--- src/rtl/axi_master_pkg.sv ---
// Shared types and AXI encodings for the AXI master bridge.
package axi_master_pkg;

    typedef enum logic [2:0] {
        IDLE,
        RADDR,
        RDATA,
        WADDR,
        WDATA,
        WRESP
    } state_t;

    localparam logic [2:0] AXI_SIZE_WORD  = 3'b010;
    localparam logic [1:0] AXI_BURST_INCR = 2'b01;
    localparam logic [1:0] AXI_RESP_OKAY  = 2'b00;

endpackage

--- src/rtl/axi_master_bridge_beat_checker.sv ---
// Read-burst beat counter and per-beat error flag generation.
module axi_beat_checker #(
    parameter int MASTER_ID = 0,
    parameter int ID_W      = 4,
    parameter int LEN_W     = 4
) (
    input  logic             ACLK,
    input  logic             ARESETn,
    input  logic             clear,
    input  logic             beat,
    input  logic [ID_W-1:0]  rid,
    input  logic [1:0]       rresp,
    input  logic             rlast,
    input  logic [LEN_W-1:0] len,
    output logic             beat_err
);
    import axi_master_pkg::*;

    logic [LEN_W:0] cnt_q;
    logic [LEN_W:0] len_ext;

    assign len_ext = {1'b0, len};

    // Beat index within the current burst; saturates so overrun beats stay flagged.
    always_ff @(posedge ACLK) begin
        if (!ARESETn) begin
            cnt_q <= '0;
        end else if (clear) begin
            cnt_q <= '0;
        end else if (beat && (cnt_q != '1)) begin
            cnt_q <= cnt_q + 1'b1;
        end
    end

    // Error for the beat currently on the R channel.
    always_comb begin
        beat_err = (rresp != AXI_RESP_OKAY)
                 | (rid != ID_W'(MASTER_ID))
                 | (rlast && (cnt_q != len_ext))
                 | (!rlast && (cnt_q == len_ext))
                 | (cnt_q > len_ext);
    end

endmodule

--- src/rtl/axi_master_bridge.sv ---
// AXI4 manager bridge: one outstanding read burst or single-beat write at a time.
module axi_master_bridge #(
    parameter int MASTER_ID = 0,
    parameter int ID_W      = 4,
    parameter int ADDR_W    = 32,
    parameter int DATA_W    = 32,
    parameter int LEN_W     = 4
) (
    input  logic                ACLK,
    input  logic                ARESETn,

    input  logic                req_valid,
    output logic                req_ready,
    input  logic                req_write,
    input  logic [ADDR_W-1:0]   req_addr,
    input  logic [DATA_W-1:0]   req_wdata,
    input  logic [DATA_W/8-1:0] req_wstrb,
    input  logic [LEN_W-1:0]    req_len,
    output logic                resp_valid,
    output logic [DATA_W-1:0]   resp_rdata,
    output logic                resp_last,
    output logic                resp_err,

    output logic [ID_W-1:0]     M_AWID,
    output logic [ADDR_W-1:0]   M_AWAddr,
    output logic [LEN_W-1:0]    M_AWLen,
    output logic [2:0]          M_AWSize,
    output logic [1:0]          M_AWBurst,
    output logic                M_AWValid,
    input  logic                M_AWReady,

    output logic [DATA_W-1:0]   M_WData,
    output logic [DATA_W/8-1:0] M_WStrb,
    output logic                M_WLast,
    output logic                M_WValid,
    input  logic                M_WReady,

    input  logic [ID_W-1:0]     M_BID,
    input  logic [1:0]          M_BResp,
    input  logic                M_BValid,
    output logic                M_BReady,

    output logic [ID_W-1:0]     M_ARID,
    output logic [ADDR_W-1:0]   M_ARAddr,
    output logic [LEN_W-1:0]    M_ARLen,
    output logic [2:0]          M_ARSize,
    output logic [1:0]          M_ARBurst,
    output logic                M_ARValid,
    input  logic                M_ARReady,

    input  logic [ID_W-1:0]     M_RID,
    input  logic [DATA_W-1:0]   M_RData,
    input  logic [1:0]          M_RResp,
    input  logic                M_RLast,
    input  logic                M_RValid,
    output logic                M_RReady
);
    import axi_master_pkg::*;

    state_t                state_q, state_d;
    logic [ADDR_W-1:0]     addr_q;
    logic [DATA_W-1:0]     wdata_q;
    logic [DATA_W/8-1:0]   wstrb_q;
    logic [LEN_W-1:0]      len_q;
    logic                  accept;
    logic                  r_hs;
    logic                  b_hs;
    logic                  beat_err;
    logic                  unused_bid;

    // BID is not checked: only one write can be outstanding.
    assign unused_bid = &{1'b0, M_BID};

    assign accept = req_valid && (state_q == IDLE);
    assign r_hs   = M_RValid && M_RReady;
    assign b_hs   = M_BValid && M_BReady;

    // Channel payloads come straight from the request latch, so they hold until handshake.
    assign M_ARID    = ID_W'(MASTER_ID);
    assign M_ARAddr  = addr_q;
    assign M_ARLen   = len_q;
    assign M_ARSize  = AXI_SIZE_WORD;
    assign M_ARBurst = AXI_BURST_INCR;
    assign M_AWID    = ID_W'(MASTER_ID);
    assign M_AWAddr  = addr_q;
    assign M_AWLen   = '0;
    assign M_AWSize  = AXI_SIZE_WORD;
    assign M_AWBurst = AXI_BURST_INCR;
    assign M_WData   = wdata_q;
    assign M_WStrb   = wstrb_q;
    assign M_WLast   = 1'b1;

    // State register.
    always_ff @(posedge ACLK) begin
        if (!ARESETn) begin
            state_q <= IDLE;
        end else begin
            state_q <= state_d;
        end
    end

    // Next state and channel valid/ready decode from the registered state.
    always_comb begin
        state_d   = state_q;
        req_ready = 1'b0;
        M_ARValid = 1'b0;
        M_RReady  = 1'b0;
        M_AWValid = 1'b0;
        M_WValid  = 1'b0;
        M_BReady  = 1'b0;
        case (state_q)
            IDLE: begin
                req_ready = 1'b1;
                if (req_valid) begin
                    state_d = req_write ? WADDR : RADDR;
                end
            end
            RADDR: begin
                M_ARValid = 1'b1;
                if (M_ARReady) state_d = RDATA;
            end
            RDATA: begin
                M_RReady = 1'b1;
                if (M_RValid && M_RLast) state_d = IDLE;
            end
            WADDR: begin
                M_AWValid = 1'b1;
                if (M_AWReady) state_d = WDATA;
            end
            WDATA: begin
                M_WValid = 1'b1;
                if (M_WReady) state_d = WRESP;
            end
            WRESP: begin
                M_BReady = 1'b1;
                if (M_BValid) state_d = IDLE;
            end
            default: state_d = IDLE;
        endcase
    end

    // Request latch, loaded on accept.
    always_ff @(posedge ACLK) begin
        if (!ARESETn) begin
            addr_q  <= '0;
            wdata_q <= '0;
            wstrb_q <= '0;
            len_q   <= '0;
        end else if (accept) begin
            addr_q  <= req_addr;
            wdata_q <= req_wdata;
            wstrb_q <= req_wstrb;
            len_q   <= req_len;
        end
    end

    // Registered response: one pulse per read beat or write completion.
    always_ff @(posedge ACLK) begin
        if (!ARESETn) begin
            resp_valid <= 1'b0;
            resp_rdata <= '0;
            resp_last  <= 1'b0;
            resp_err   <= 1'b0;
        end else begin
            resp_valid <= r_hs || b_hs;
            if (r_hs) begin
                resp_rdata <= M_RData;
                resp_last  <= M_RLast;
                resp_err   <= beat_err;
            end else if (b_hs) begin
                resp_last  <= 1'b1;
                resp_err   <= (M_BResp != AXI_RESP_OKAY);
            end else begin
                resp_last  <= 1'b0;
                resp_err   <= 1'b0;
            end
        end
    end

    axi_beat_checker #(
        .MASTER_ID (MASTER_ID),
        .ID_W      (ID_W),
        .LEN_W     (LEN_W)
    ) u_beat_checker (
        .ACLK     (ACLK),
        .ARESETn  (ARESETn),
        .clear    (accept),
        .beat     (r_hs),
        .rid      (M_RID),
        .rresp    (M_RResp),
        .rlast    (M_RLast),
        .len      (len_q),
        .beat_err (beat_err)
    );

endmodule

--- config.mk ---
export PLATFORM = sky130hd
export DESIGN_NAME = axi_master_bridge
export DESIGN_NICKNAME = d
export VERILOG_FILES = /design/src/rtl/axi_master_pkg.sv /design/src/rtl/axi_master_bridge_beat_checker.sv /design/src/rtl/axi_master_bridge.sv
export SDC_FILE = /design/constraint.sdc
export NUM_CORES = 1
export LEC_CHECK = 0
export CAP_MARGIN = 20
export CORE_MARGIN = 4
export CORE_UTILIZATION = 30
export DETAILED_ROUTE_END_ITERATION = 10
export PLACE_DENSITY = 0.67
export REMOVE_ABC_BUFFERS = 1
export SLEW_MARGIN = 25
export SYNTH_ARGS = -nofsm -noshare
export SYNTH_HDL_FRONTEND = slang
export SYNTH_SLANG_ARGS = --single-unit
--- constraint.sdc ---
create_clock -name ACLK -period 2.75 [get_ports ACLK]
set_input_delay 0.275 -clock ACLK [delete_from_list [all_inputs] [get_ports ACLK]]
set_output_delay 0.275 -clock ACLK [all_outputs]
set_load 0.1 [all_outputs]
-- Word level (Yosys, flattened, before mapping)
Cells that the tools add are included.
W data, S select, Z words.
- register bits: 115
- bits of input ports: 126
- output and inout bits: 168
- add/sub/neg operators: 1
- magnitude comparators: 1
- equality and inequality tests: 14
- muxes and demuxes: 18
- bitwise operators: 5
- reductions and logical operators: 15
- operators by type and width (cell ; count):
    $mux W3 ; 6
    $pmux W3 S6 ; 1
    $ne A2 B2 Y1 const B ; 6
    $mux W1 ; 10
    $logic_and A1 B1 Y1 ; 7
    $eq A3 B2 Y1 const B ; 2
    $eq A3 B3 Y1 const B ; 2
    $reduce_and A6 Y1 ; 1
    $add A5 B1 Y5 const B ; 1
    $eq A5 B4 Y1 ; 1
    $gt A5 B4 Y1 ; 1
    $ne A5 B4 Y1 ; 1
    $ne A5 B5 Y1 const B ; 1
    $or A1 B1 Y1 ; 4
    $reduce_bool A2 Y1 ; 2
    $reduce_bool A4 Y1 ; 1
    $eq A3 B1 Y1 const B ; 1
    $logic_not A3 Y1 ; 1
    $mux W2 ; 1
    $reduce_or A2 Y1 ; 1
    $logic_not A1 Y1 ; 1
    $logic_or A1 B1 Y1 ; 1
    $not A1 Y1 ; 1

-- Logic depth before layout (Yosys ltp)
Gate-level depths: netlist (run 1).
- word-level depth: 6
- mapped depth: 7
- mapped depth without buffers: 6

-- Modules after synthesis
Synthesis (run 1) repeated with hierarchy kept, for this count alone.
- cells, all modules: 595
- area total of the unflattened synthesis: 5041.1 sq um
- by module, submodules not included (module ; instances ; cells an instance ; area each (sq um) ; sequential area each (sq um)):
    axi_master_bridge ; 1 ; 553 ; 4685.7 ; 2202.1
    axi_beat_checker ; 1 ; 42 ; 355.3 ; 100.1

-- Worst setup path before layout (run 1)
No wires, ideal clock.
- kind: register to register
- start point: reg state_q[0]
- end point: reg state_q[2]
- library setup time: 0.071 ns
- arrival: 3.145 ns
- data required time: 2.679 ns
- path slack: -0.467 ns
- cell stages (with the launch flop): 6
- buffers on the path: 1
- cells stage by stage: dfxtp_1 buf_4 inv_1 nor3b_1 a21oi_1 nor2b_1
- cells in the longest elaborated chain, start to end: 3
- elaborated cells between the ends (all ways): 14
- ends and longest elaborated chain (element ; line ; text):
    start: declaration ; axi_master_bridge.sv:60 ; state_t state_q, state_d;
    start signal: assignment ; axi_master_bridge.sv:98 ; state_q <= state_d;
    $eq A3 B2 Y1, or another cell as far along ; axi_master_bridge.sv:111 ; case (state_q)
    $ne A2 B2 Y1 (no line) ; -- ;
    $reduce_and A6 Y1 (no line) ; -- ;
Several ways; a longest one is shown, not always the timed one.
A chain may end at the register's enable or synchronous reset.

-- Worst setup path after layout (run 1)
- start point: reg state_q[0]
- end point: out M_AWValid
- cells in the longest elaborated chain, start to end: 2
- ends and longest elaborated chain (element ; line ; text):
    $eq A3 B2 Y1 ; axi_master_bridge.sv:111 ;
    $mux W1 ; axi_master_bridge.sv:111 ;
    end: declaration ; axi_master_bridge.sv:29 ; output logic M_AWValid,
No other way between the ends.

==> results.json, run 1 <==
{
  "rsz0062_at_grt": "no",
  "htreeDepth": 4,
  "routabilityCongestion": 0.7065,
  "grt_pass1_vias": 4234,
  "avgSynthCellArea_sq_um": 8.531,
  "p_sw_mw": 2.278,
  "path_buf_inv": 2,
  "ff2ff_path_depth": 5,
  "worstPathRequired_ns": 2.48,
  "synth_cell_type_count": 39,
  "post-route-drc-count": 0,
  "synth_area_leaders": "dfxtp_1 46%, nand2_1 16%, a21boi_1 15%",
  "hold_depth": 2,
  "boundaryPins": 294,
  "clk_pin_slew_ns": 0.05,
  "syn_inst": 593,
  "p_leak_nw": 3.272,
  "portBuffers": 266,
  "status": "completed",
  "swShare_pct": 37.45,
  "die_w_um": 137.9,
  "p_comb_share_pct": 31.3,
  "die_h_um": 137.9,
  "period_minus_slack_ns": 2.044,
  "grt_pass1_wl_mm": 20.93,
  "finalWorstSetupSlack_ns": 0.7057,
  "max_freq_ghz": 0.4892,
  "startpoint_type": "register",
  "core_sq_um": 16520,
  "dieArea_sq_um": 19000,
  "hp-class": "input pin to register",
  "grt_overflow_total": 0,
  "drtIter0Drc": 157,
  "finalInstanceArea_sq_um": 7755,
  "via_per_inst": 4.300,
  "layout-drive-gt1-share_pct": 23.42,
  "use_met3_pct": 7.983,
  "seq_area_frac_synth_pct": 45.51,
  "worst_path_dominant_cell_family": "flip-flops",
  "grt_use_met2_pct": 22.45,
  "final_max_slew_viol_count": 0,
  "end_kind": "primary output",
  "crit_slowest_cell": "dfxtp_1",
  "p_seq_share_pct": 30.4,
  "intPower_mw": 3.804,
  "synth_top_cell_by_area": "dfxtp_1",
  "max-cap-violations": 0,
  "cp.depth": 3,
  "clk_path_buf_depth": 2,
  "drtAntennaViolNets": 0,
  "multi_input_area_sq_um": 2151,
  "syn_to_final_growth_pct": 53.30,
  "vias": 4489,
  "pre_cts_slack_ns": 0.9008,
  "worstSetupPathType": "register to primary output",
  "cts_tree": "built",
  "clkPwrFrac_pct": 38.4,
  "postCtsResizedCells": 0,
  "placed_area_sq_um": 7128,
  "clk_latency_ns": 0.41,
  "cts_root_buf": "clkbuf_16",
  "gr-usage-all-layers_pct": 14.10,
  "fin_nets": 944,
  "hold_buffers": 0,
  "grt-busiest-layer": "met2",
  "gr-usage-met1_pct": 15.87,
  "num_antenna_cells": 0,
  "num-fill-cells": 1626,
  "seq_area_sq_um": 2302,
  "cts_setup_buffers": 0,
  "cts_sinks": 115,
  "vdd_drop_max_mv": 0.3779,
  "crit_arrival_ns": 1.77,
  "fin_crit_sh_pct": 74.34,
  "antenna_found_initial": 0,
  "netlist_area_sq_um": 5059,
  "dr.pass1.iters": 4,
  "power_density_nw_per_um2": 784.3,
  "slowest_delay_ns": 0.55,
  "start_util_pct": 30.61,
  "cts_buffers": 17,
  "final.setup_skew_ns": 0.006208,
  "worstPathCellList": "inv_1 > nor3b_1 > buf_4",
  "ys_warn_count": 0,
  "dpl.hpwl_mm": 9.987,
  "drt-wirelength-per-cell_um": 13.44,
  "cp_max_fo": 9,
  "hold_violations": 0,
  "yosys.area.top_type_share_pct": 45.51,
  "routed_wl_mm": 14.03,
  "ys_seq_elements": 115,
  "rows": 47,
  "grt_max_degree": 68,
  "setup_viol": 0
}
-- flip-flops by register name, summed over array words and instances (netlist names) --
register              cells
M_ARAddr                 32
M_WData                  32
resp_rdata               32
u_beat_checker.cnt_q      5
M_ARLen                   4
M_WStrb                   4
state_q                   3
resp_err                  1
resp_last                 1
resp_valid                1
-- per-stage QoR --
step	power [mW]	hold WS (ns)	utilization, %	cells	TNS [ns]
CTS	6.175	0.3137	46.93	1044	0
finish	6.082	0.3309	46.93	1044	0
global placement	3.790	0.4406	43.14	1013	0
detailed placement	3.798	0.4452	43.14	1013	0
floorplan	3.272	0.3848	-	521	-22.68
global route	6.331	0.3275	46.93	1044	0
-- power groups by stage --
stage	Clock, mW	Combinational (mW)	Sequential (mW)
2_1_floorplan	0	0.431	2.84
3_3_place_gp	0	1.91	1.88
3_5_place_dp	0	1.92	1.88
4_1_cts	2.41	1.92	1.85
5_1_grt	2.49	1.98	1.86
6_report	2.33	1.90	1.85
-- routing by layer --
metal,routed length (um),share of wire [%],vias up
met5,0,0,-
met4,193,1.4,0
met3,1927,14,17
met2,6312,45,201
met1,5599,40,1999
li1,-,-,2272
-- cell type report --
type	instances	area share, %
clock buffer	22	6.115
clock inverter	9	1.968
inverter	6	0.2904
multi-input combinational	400	27.73
sequential	115	29.69
tap	220	3.550
timing repair buffer	272	30.66
-- worst paths after layout --
check / start / to / slack [ns]
max: state_q[0] / M_AWValid / 0.71
min reg2reg: M_WData[5] / M_WData[5] / 0.45
max reg2reg: state_q[2] / M_WData[6] / 1.05
min: ARESETn / M_ARAddr[11] / 0.33
-- synth_stat cells (all sizes together) --
cell	number
or3	1
nand2	214
o22ai	2
xnor2	3
dfxtp	115
conb	2
nor2	9
nand4	1
clkbuf	21
a21oi	6
nor2b	2
nor3b	4
mux4	1
nand2b	1
and3	1
or4	1
nand4b	1
a21boi	106
nand4bb	1
nand3	1
and2	3
nor4b	1
mux2i	1
o31a	1
mux2	1
a211oi	1
buf	72
o21ai	3
nor3	4
a21o	1
ha	6
inv	6
-- cell families after synthesis --
| logic type | Yosys count | synth area share (%) |
|---|---|---|
| AOI/OAI and AO/OA | 120 | 17.44 |
| buffers and inverters | 99 | 13.60 |
| DFF | 115 | 45.51 |
| other | 2 | 0.1485 |
| adders and majority gates | 6 | 1.484 |
| xor gates and xnor gates | 3 | 0.5195 |
| and+or+nand+nor | 245 | 20.43 |
| muxes | 3 | 0.8657 |
-- cell usage in the layout, fill, tap and decap left out, types with 2 or more instances in the layout --
cell,n
clkbuf_1,2
conb_1,23
clkinvlp_4,3
buf_12,3
nand2_1,213
clkdlybuf4s50_1,120
nor2b_1,2
buf_4,148
clkbuf_8,3
a21boi_0,6
ha_1,6
a21boi_1,100
xnor2_1,3
and2_1,2
inv_1,6
o22ai_1,2
clkbuf_16,17
a21oi_1,6
dfxtp_1,115
clkinv_2,2
nor3b_2,2
nor3b_1,2
bufinv_16,4
o21ai_0,3
nor3_1,2
nor2_1,8
No activity file was read; power rests on OpenSTA's default activity.
==> inputs of run 2 (changes only) <==
--- a/config.mk
+++ b/config.mk
@@ -9,7 +9,7 @@
 export CORE_MARGIN = 4
 export CORE_UTILIZATION = 30
 export DETAILED_ROUTE_END_ITERATION = 10
-export PLACE_DENSITY = 0.67
+export PLACE_DENSITY = 0.7
 export REMOVE_ABC_BUFFERS = 1
 export SLEW_MARGIN = 25
 export SYNTH_ARGS = -nofsm -noshare
==> constraint.sdc (replaced) <==
create_clock -name ACLK -period 1.87 [get_ports ACLK]
set_input_delay 0.187 -clock ACLK [delete_from_list [all_inputs] [get_ports ACLK]]
set_output_delay 0.187 -clock ACLK [all_outputs]
set_load 0.1 [all_outputs]
==> run 2 against run 1 <==
Compared with the run above:
- utilization grew 1.1 points
- cell area grew 2.4%
- combinational power grew 50%
- worst setup slack lost 0.53 ns
- clock-buffer cell count shrank 1
- first-iteration DRC count shrank 31%
- final cell count grew 0.77%
- sequential share of layout area shrank 0.64 points
- largest cell class unchanged
- highest routed layer unchanged
==> results.json, run 2 (synthesis results as in run 1) <==
{
  "cts_sinks": 115,
  "gr-usage-all-layers_pct": 14.18,
  "p_comb_share_pct": 31.0,
  "grt_max_degree": 56,
  "end_kind": "primary output",
  "syn_to_final_growth_pct": 56.94,
  "period_minus_slack_ns": 1.690,
  "routabilityCongestion": 0.7032,
  "num_antenna_cells": 0,
  "dieArea_sq_um": 19000,
  "routed_wl_mm": 14.31,
  "post-route-drc-count": 0,
  "via_per_inst": 4.300,
  "dr.pass1.iters": 4,
  "finalSetupTns_ns": 0,
  "antenna_found_initial": 0,
  "final_max_slew_viol_count": 0,
  "swShare_pct": 37.03,
  "cts_root_buf": "clkbuf_16",
  "max-cap-violations": 0,
  "die_h_um": 137.9,
  "startpoint_type": "register",
  "cts_setup_buffers": 0,
  "worstSetupPathType": "register to primary output",
  "intPower_mw": 5.793,
  "rsz0062_at_grt": "no",
  "grt_pass1_vias": 4356,
  "drtAntennaViolNets": 0,
  "fin_nets": 951,
  "hold_ws_ns": 0.1538,
  "power_density_nw_per_um2": 1159,
  "portBuffers": 266,
  "drtIter0Drc": 109,
  "final.setup_skew_ns": 0.005416,
  "p_leak_nw": 3.346,
  "layout-drive-gt1-share_pct": 24.88,
  "start_util_pct": 30.61,
  "cts_tree": "built",
  "use_met3_pct": 7.620,
  "setup_viol": 0,
  "clk_path_buf_depth": 2,
  "vias": 4524,
  "mostFrequentLayoutCell": "nand2_1",
  "power.total_mw": 9.200,
  "core_sq_um": 16520,
  "hold_violations": 0,
  "boundaryPins": 294,
  "worstPathRequired_ns": 1.68,
  "multi_input_area_sq_um": 2161,
  "crit_arrival_ns": 1.50,
  "grt-busiest-layer": "met2",
  "num-fill-cells": 1591,
  "grt_pass1_wl_mm": 21.10,
  "clkPwrFrac_pct": 39.5,
  "finalWorstSetupSlack_ns": 0.1801,
  "postLayoutCoreUtil_pct": 48.04,
  "htreeDepth": 4,
  "grt_overflow_total": 0,
  "hp-class": "input pin to register",
  "status": "completed",
  "cp_max_fo": 9,
  "p_sw_mw": 3.407,
  "pre_cts_slack_ns": 0.1432,
  "die_w_um": 137.9,
  "clk_pin_slew_ns": 0.05,
  "grt_use_met2_pct": 23.78,
  "gr-usage-met1_pct": 15.28,
  "vdd_drop_max_mv": 0.5658,
  "rows": 47,
  "dpl.hpwl_mm": 10.53,
  "p_seq_share_pct": 29.5,
  "max_freq_ghz": 0.5917,
  "fin_crit_sh_pct": 90.37,
  "cts_buffers": 17,
  "drt-wirelength-per-cell_um": 13.60,
  "clk_latency_ns": 0.40,
  "most-common-layout-cells": "213 x nand2_1, 149 x buf_4, 120 x clkdlybuf4s50_1, 112 x dfxtp_1, 100 x a21boi_1",
  "seq_area_sq_um": 2306
}
-- run 2: cell types whose count changed in the layout (fill, tap and decap cells not counted), moves of 2 or more --
cell      previous run  this run
dfxtp_1            115       112
dfxtp_2              0         3
buf_12               3         9
clkinv_4             0         2
clkinv_2             2         0
-- run 2: what timing repair did --
| item | 4_1_cts | 5_1_grt |
|---|---|---|
| hold buffers | 0 | 0 |
| endpoints found under the setup margin | 2 | 5 |
| hold endpoints to repair | 0 | 0 |
| gates resized for setup | 2 | 3 |
-- run 2: routing by layer --
layer,vias up,part of all wire (%),wire length (um)
met5,-,0,0
met3,10,14,1963
met4,0,1.1,160
li1,2290,-,-
met1,2024,39,5512
met2,200,47,6669
-- run 2: worst max-delay path, cell delays in order (launching register included) --
cell     delay, ns
dfxtp_2       0.44
inv_1         0.14
nor3b_2       0.29
buf_12        0.22
-- run 2: worst paths after layout --
path	from	to	slack, ns	depth (start not counted)
max	state_q[0]	M_AWValid	0.18	3
min	ARESETn	state_q[0]	0.15	2
max reg2reg	M_ARLen[1]	resp_err	0.35	6
min reg2reg	M_WData[3]	M_WData[3]	0.45	2
-- run 2: final cells by class --
type / count / share of cell area (%)
clock buffers: 21 / 5.926
multi-input cells: 400 / 27.22
inverters: 6 / 0.2837
repair buffers: 279 / 31.55
flip-flops and latches: 115 / 29.05
well taps: 220 / 3.467
clock inverters: 11 / 2.506
-- run 2: per-stage QoR --
step,area (sq um),instances
floorplan,4472,521
global placement,7256,1020
detailed placement,7256,1020
CTS,7935,1052
global route,7939,1052
finish,7939,1052
-- run 2: power groups by stage --
stage / registers (mW) / logic (mW) / clock network (mW)
4_1_cts: 2.72 / 2.87 / 3.73
2_1_floorplan: 4.18 / 0.634 / 0
6_report: 2.72 / 2.85 / 3.63
3_3_place_gp: 2.76 / 2.86 / 0
3_5_place_dp: 2.77 / 2.87 / 0
5_1_grt: 2.74 / 2.97 / 3.85
